<file path="config.mk">
export PLATFORM = sky130hd
export DESIGN_NAME = sync_fifo_fwft_flat
export DESIGN_NICKNAME = d
export VERILOG_FILES = /design/src/rtl/sync_fifo_fwft_if.sv /design/src/rtl/sync_fifo_fwft.sv /design/src/flat_wrapper.sv
export SDC_FILE = /design/constraint.sdc
export NUM_CORES = 2
export LEC_CHECK = 0
export BUFFER_PORTS_ARGS = -buffer_cell sky130_fd_sc_hd__buf_2
export CAP_MARGIN = 15
export CORE_MARGIN = 1
export CORE_UTILIZATION = 50
export CTS_BUF_LIST = sky130_fd_sc_hd__clkbuf_8
export DETAILED_ROUTE_END_ITERATION = 7
export PLACE_DENSITY = 0.65
export SYNTH_ARGS = -nofsm -noshare
export SYNTH_HDL_FRONTEND = slang
export SYNTH_SLANG_ARGS = --single-unit
export TNS_END_PERCENT = 5
</file>
<file path="constraint.sdc">
create_clock -name clk -period 4.29 [get_ports clk]
set_input_delay 0.6435 -clock clk [delete_from_list [all_inputs] [get_ports clk]]
set_output_delay 0.6435 -clock clk [all_outputs]
set_load 0.1 [all_outputs]
</file>
<file path="src/rtl/sync_fifo_fwft_if.sv">
// Handshake/data bundle for sync_fifo_fwft: producer/consumer side is master,
// the FIFO itself is slave.
interface sync_fifo_fwft_if #(
  parameter int DEPTH = 256,
  parameter int DWID  = 16
);
  localparam int CW = $clog2(DEPTH + 1);

  logic            i_clear;
  logic            i_write;
  logic [DWID-1:0] i_din;
  logic            o_full;
  logic            o_almost_full;
  logic            i_read;
  logic [DWID-1:0] o_dout;
  logic            o_empty;
  logic            o_almost_empty;
  logic [CW-1:0]   o_count;
  logic            o_overflow;
  logic            o_underflow;

  modport master (
    output i_clear, i_write, i_din, i_read,
    input  o_full, o_almost_full, o_dout, o_empty, o_almost_empty,
           o_count, o_overflow, o_underflow
  );

  modport slave (
    input  i_clear, i_write, i_din, i_read,
    output o_full, o_almost_full, o_dout, o_empty, o_almost_empty,
           o_count, o_overflow, o_underflow
  );
endinterface

</file>
<file path="src/rtl/sync_fifo_fwft.sv">
// Single-clock FIFO with selectable standard / first-word-fall-through read,
// threshold flags, occupancy count, sticky error flags and synchronous flush.
module sync_fifo_fwft #(
  parameter int DEPTH    = 256,
  parameter int DWID     = 16,
  parameter int FWFT     = 0,
  parameter int AF_LEVEL = DEPTH - 4,
  parameter int AE_LEVEL = 4
) (
  input  logic             clk,
  input  logic             rst_n,
  sync_fifo_fwft_if.slave  bus
);
  localparam int PW = $clog2(DEPTH);
  localparam int CW = $clog2(DEPTH + 1);

  logic [DWID-1:0] mem_q [DEPTH];
  logic [PW-1:0]   wr_ptr_q, wr_ptr_d;
  logic [PW-1:0]   rd_ptr_q, rd_ptr_d;
  logic [CW-1:0]   count_q, count_d;
  logic            ovf_q, ovf_d;
  logic            udf_q, udf_d;
  logic [DWID-1:0] dout_q, dout_d;
  logic            full, empty, wr_acc, rd_acc;
  logic [DWID-1:0] head;

  // Explicit wrap so non-power-of-two depths never rely on binary rollover.
  function automatic logic [PW-1:0] ptr_inc(input logic [PW-1:0] p);
    return (p == PW'(DEPTH - 1)) ? '0 : p + 1'b1;
  endfunction

  assign full   = (count_q == CW'(DEPTH));
  assign empty  = (count_q == '0);
  assign wr_acc = bus.i_write && !full  && !bus.i_clear;
  assign rd_acc = bus.i_read  && !empty && !bus.i_clear;
  assign head   = mem_q[rd_ptr_q];

  always_comb begin
    wr_ptr_d = wr_ptr_q;
    rd_ptr_d = rd_ptr_q;
    count_d  = count_q;
    ovf_d    = ovf_q;
    udf_d    = udf_q;
    dout_d   = dout_q;
    if (bus.i_clear) begin
      wr_ptr_d = '0;
      rd_ptr_d = '0;
      count_d  = '0;
      ovf_d    = 1'b0;
      udf_d    = 1'b0;
      dout_d   = '0;
    end else begin
      if (wr_acc) wr_ptr_d = ptr_inc(wr_ptr_q);
      if (rd_acc) begin
        rd_ptr_d = ptr_inc(rd_ptr_q);
        dout_d   = head;
      end
      unique case ({wr_acc, rd_acc})
        2'b10:   count_d = count_q + 1'b1;
        2'b01:   count_d = count_q - 1'b1;
        default: count_d = count_q;
      endcase
      if (bus.i_write && full)  ovf_d = 1'b1;
      if (bus.i_read  && empty) udf_d = 1'b1;
    end
  end

  always_ff @(posedge clk or negedge rst_n) begin
    if (!rst_n) begin
      wr_ptr_q <= '0;
      rd_ptr_q <= '0;
      count_q  <= '0;
      ovf_q    <= 1'b0;
      udf_q    <= 1'b0;
      dout_q   <= '0;
    end else begin
      wr_ptr_q <= wr_ptr_d;
      rd_ptr_q <= rd_ptr_d;
      count_q  <= count_d;
      ovf_q    <= ovf_d;
      udf_q    <= udf_d;
      dout_q   <= dout_d;
    end
  end

  // Storage carries no reset; contents are only visible through valid pointers.
  always_ff @(posedge clk) begin
    if (wr_acc) mem_q[wr_ptr_q] <= bus.i_din;
  end

  assign bus.o_full         = full;
  assign bus.o_empty        = empty;
  assign bus.o_almost_full  = (count_q >= CW'(AF_LEVEL));
  assign bus.o_almost_empty = (count_q <= CW'(AE_LEVEL));
  assign bus.o_count        = count_q;
  assign bus.o_overflow     = ovf_q;
  assign bus.o_underflow    = udf_q;
  assign bus.o_dout         = (FWFT != 0) ? (empty ? '0 : head) : dout_q;
endmodule

</file>
<file path="src/flat_wrapper.sv">
// flat-port wrapper written by rule: the top's interface ports become plain ports
module sync_fifo_fwft_flat 
#(
  parameter int DEPTH    = 256,
  parameter int DWID     = 16,
  parameter int FWFT     = 0,
  parameter int AF_LEVEL = DEPTH - 4,
  parameter int AE_LEVEL = 4
)
  (clk, rst_n, bus_i_clear, bus_i_write, bus_i_din, bus_i_read, bus_o_full, bus_o_almost_full, bus_o_dout, bus_o_empty, bus_o_almost_empty, bus_o_count, bus_o_overflow, bus_o_underflow);
  sync_fifo_fwft_if #(.DEPTH(DEPTH), .DWID(DWID)) bus_i ();
  input  logic clk;
  input  logic rst_n;
  input wire logic [$bits(bus_i.i_clear)-1:0] bus_i_clear;
  input wire logic [$bits(bus_i.i_write)-1:0] bus_i_write;
  input wire logic [$bits(bus_i.i_din)-1:0] bus_i_din;
  input wire logic [$bits(bus_i.i_read)-1:0] bus_i_read;
  output wire logic [$bits(bus_i.o_full)-1:0] bus_o_full;
  output wire logic [$bits(bus_i.o_almost_full)-1:0] bus_o_almost_full;
  output wire logic [$bits(bus_i.o_dout)-1:0] bus_o_dout;
  output wire logic [$bits(bus_i.o_empty)-1:0] bus_o_empty;
  output wire logic [$bits(bus_i.o_almost_empty)-1:0] bus_o_almost_empty;
  output wire logic [$bits(bus_i.o_count)-1:0] bus_o_count;
  output wire logic [$bits(bus_i.o_overflow)-1:0] bus_o_overflow;
  output wire logic [$bits(bus_i.o_underflow)-1:0] bus_o_underflow;
  assign bus_i.i_clear = bus_i_clear;
  assign bus_i.i_write = bus_i_write;
  assign bus_i.i_din = bus_i_din;
  assign bus_i.i_read = bus_i_read;
  assign bus_o_full = bus_i.o_full;
  assign bus_o_almost_full = bus_i.o_almost_full;
  assign bus_o_dout = bus_i.o_dout;
  assign bus_o_empty = bus_i.o_empty;
  assign bus_o_almost_empty = bus_i.o_almost_empty;
  assign bus_o_count = bus_i.o_count;
  assign bus_o_overflow = bus_i.o_overflow;
  assign bus_o_underflow = bus_i.o_underflow;
  sync_fifo_fwft #(.DEPTH(DEPTH), .DWID(DWID), .FWFT(FWFT), .AF_LEVEL(AF_LEVEL), .AE_LEVEL(AE_LEVEL)) u_core (.clk(clk), .rst_n(rst_n), .bus(bus_i));
endmodule
</file>
==> results.md <==
* Syn Area/Cell at 23.0 µm²
* R2r startpoint: u_core.rd_ptr_q[0]
* Async S/R FF share, synth at 0.0104
* Static leakage at 55.9 nW
* CP Data Arrival Time at 5.10 ns
* Final hold violation count at 0
* First-pass GRT wire length at 576000 µm
* DRC errors left at 0
* ANT nets after route at 0
* R2r endpoint: u_core.bus.o_dout[12]
* Required time worst endpoint at roughly 5.3 ns
* Final setup vio count at 0
* GP Congestion at between 0.8 and 0.9
* Post-synth top area cell: edfxtp_1
* GRT Overall Usage at 0.255
* WL/cell at ~33 µm
* Cells after DPL at about 11k
* Worst hold start: bus_i_din[11]
* Max cap viols at 0
* Post-Synth Adder-Cell Area at 0.000630
* Post-synth EDFFs at just over 4k
* Syn Nets at 6937
* Clk_lat worst skew at about 1.2 ns
* GR Overflow Total at 0
* Largest net degree at the start of global routing at 177
* Clk buf depth at 4
* Ranking of synthesized cells by area: edfxtp_1, mux4_2, mux2i_1
* Final period util at 0.945
* Worst slew margin at 0.183
* FF/Latch Area at about 120000 µm²
* Sequential-to-total area share from yosys stat at 0.781
* TritonCTS Buffers at 642
* Worst Clk Skew at 0.0637 ns
* Initial Util at 0.503
* Hold Path End: u_core.mem_q[183][11]
* CTS tree: done
* Slew @ Worst Pin at between 1 and 1.5 ns
* Cells after synthesis at approximately 6.9k
* Final non-filler cell total at ~12k
* Share of layout cells above drive strength 1 at 0.312
* Site Rows at between 200 and 250
* Hold depth at 1
* Worst hold path type: in2reg
* Fillcell total at 22.8k
* # hold bufs at CTS at 18
* Final min period at roughly 4 ns
* Post-CTS resize count at 0
* Outcome: complete, no violations
* DRT Pass-1 Iters at 5
* Synth Area in XOR/XNOR at 0.000772
* Simple-Gate Fraction of Synth Area at 0.0136
* CP startpoint kind: flip-flop
* IO Count at between 50 and 60
* Setup TNS at 0 ns
* Unique masters post-synth at 59
* Main combinational cell family by area after synthesis: multiplexers
* Clock Pin Slew Worst Setup and Hold Paths at around 0.070 ns
* Clk root buf: clkbuf_8
* #FFs+latches synth at approximately 4.1k
* Synth Flop Type: edfxtp_1
* Post-synthesis mux area share at 0.172
* Pwr Density at roughly 530 nW/µm²
* Fin nets at between 7k and 8k
* Clock Sinks at just over 4k
* Max FO, Critical Path at 18
* Total Die Area at 320000 µm²
* DP HPWL at around 240000 µm
* Top-count cell post-synth: edfxtp_1
* Share of the synthesized area in the top cell type at 0.774
* Worst r2r path cells at 9
* Via count at between 70k and 80k
* Core Region at roughly 320000 µm²
* Synth-to-Final Area Change at 13.5%
* Initial antenna violation count at 13
* Die W at approximately 570 µm
* VDD IR-drop max at ~530 µV
* Crit. End Element: flip-flop
* Die height at ~570 µm
* Routed wire length at around 410000 µm
* Post-synthesis compound-gate area fraction at 0.0206
* Vias/cell at approximately 6.3
* # port buffers at 51
* Reg2reg setup slack at 0.23 ns
* First DRT Iteration DRCs at just over 10k
* H-tree levels at 6
* Synth Warn # at 0
* Critical setup path kind: reg2reg
* Unrepaired setup endpoints after global routing: false
* Post-synth top cells: edfxtp_1, mux4_2, nor2_1
* Slew Viols, Final at 0
* Setup bufs post-CTS at 0
* F_max at between 200 and 250 MHz
* Multi-input logic area at about 33000 µm²
* Mapped Area at 159000 µm²
* Vias in the first global route at about 80k
## placed cells by master (no fill, tap or decap), types with 10 or more instances in the layout
cell,count
nand3_1,16
nand2_1,62
nor2_1,270
clkbuf_8,661
nand2_2,12
o221ai_1,116
o22ai_1,95
nor3_1,46
buf_8,16
buf_12,74
clkinv_2,53
mux4_2,1082
nand4_1,10
inv_6,11
a22oi_1,23
o21ai_0,49
o31ai_1,16
a21oi_1,68
inv_1,206
diode_2,10
dlygate4sd3_1,18
buf_4,539
edfxtp_1,4096
nor2_2,25
inv_8,12
buf_2,35
nor2b_1,13
clkinv_1,148
nor4_1,10
a211oi_1,19
bufinv_16,15
dfrtp_1,38
mux2i_1,291
## power by group
| group | internal [W] | switching (W) |
|---|---|---|
| registers | 0.0446 | 0.000309 |
| logic | 0.00990 | 0.0109 |
| clock network | 0.0152 | 0.0152 |
## critical path, stage by stage (launching register included)
cell,delay [ns]
dfrtp_4,0.87
buf_12,0.28
buf_4,0.38
buf_4,0.32
mux4_2,0.52
mux2i_1,0.38
o22ai_1,0.26
nor3_1,0.38
a311o_1,0.34
o21ai_0,0.12
## layer usage
layer	track usage	up-vias	part of all wire
li1	-	31600	-
met2	0.396	4148	0.47
met5	0	-	0.000052
met1	0.368	42100	0.40
met4	0.0711	4	0.028
met3	0.0549	658	0.099
## registers in the layout, summed over array words and instances, names as in the netlist
| signal | flops |
|---|---|
| u_core.bus.o_count | 9 |
| u_core.bus.o_overflow | 1 |
| u_core.mem_q | 4096 |
| u_core.bus.o_dout | 16 |
| u_core.wr_ptr_q | 8 |
| u_core.bus.o_underflow | 1 |
| u_core.rd_ptr_q | 8 |
## worst max path at each step
stage | cells after the start | endpoint | startpoint | slack (ns)
4_1_cts | 9 | u_core.bus.o_dout[5] | u_core.rd_ptr_q[0] | 0.22
5_1_grt | 10 | u_core.bus.o_dout[4] | u_core.rd_ptr_q[0] | 0.04
3_3_place_gp | 8 | u_core.bus.o_dout[12] | u_core.rd_ptr_q[0] | -0.24
3_5_place_dp | 8 | u_core.bus.o_dout[10] | u_core.rd_ptr_q[0] | 0.25
6_report | 9 | u_core.bus.o_dout[12] | u_core.rd_ptr_q[0] | 0.23
2_1_floorplan | 15 | u_core.bus.o_count[8] | u_core.bus.o_count[3] | -0.06
## cell families (layout without fill, tap and decap cells)
logic type | count (synthesis) | after routing
muxes | 1377 | 1377
AOI/OAI and AO/OA | 460 | 460
buffers and inverters | 408 | 1813
and+or+nand+nor | 502 | 502
other | 0 | 10
xor gates and xnor gates | 14 | 14
adders and majority gates | 8 | 8
DFF | 4139 | 4139
## through the flow
| stage | hold slack (ns) | power (W) | util | setup WS, ns | instance area, µm² |
|---|---|---|---|---|---|
| finish | 0.102 | 0.0961 | 0.571 | 0.234 | 180000 |
| global route | 0.0532 | 0.0994 | 0.571 | 0.0370 | 180000 |
| CTS | 0.0148 | 0.0969 | 0.571 | 0.222 | 180000 |
| detailed placement | 0.502 | 0.0667 | 0.534 | 0.245 | 168000 |
| global placement | 0.480 | 0.0665 | 0.534 | -0.236 | 168000 |
| floorplan | 0.348 | 0.0598 | - | -0.0621 | 159000 |
## layout make-up
cell class                 count  area share
sequential                  4139       0.688
multi-input combinational   2361       0.184
clock buffer                 660      0.0504
timing repair buffer         683      0.0340
tap                         4160      0.0289
clock inverter               462      0.0140
inverter                       8    0.000236
antenna                       10    0.000139
No activity file was read; power rests on OpenSTA's default activity.
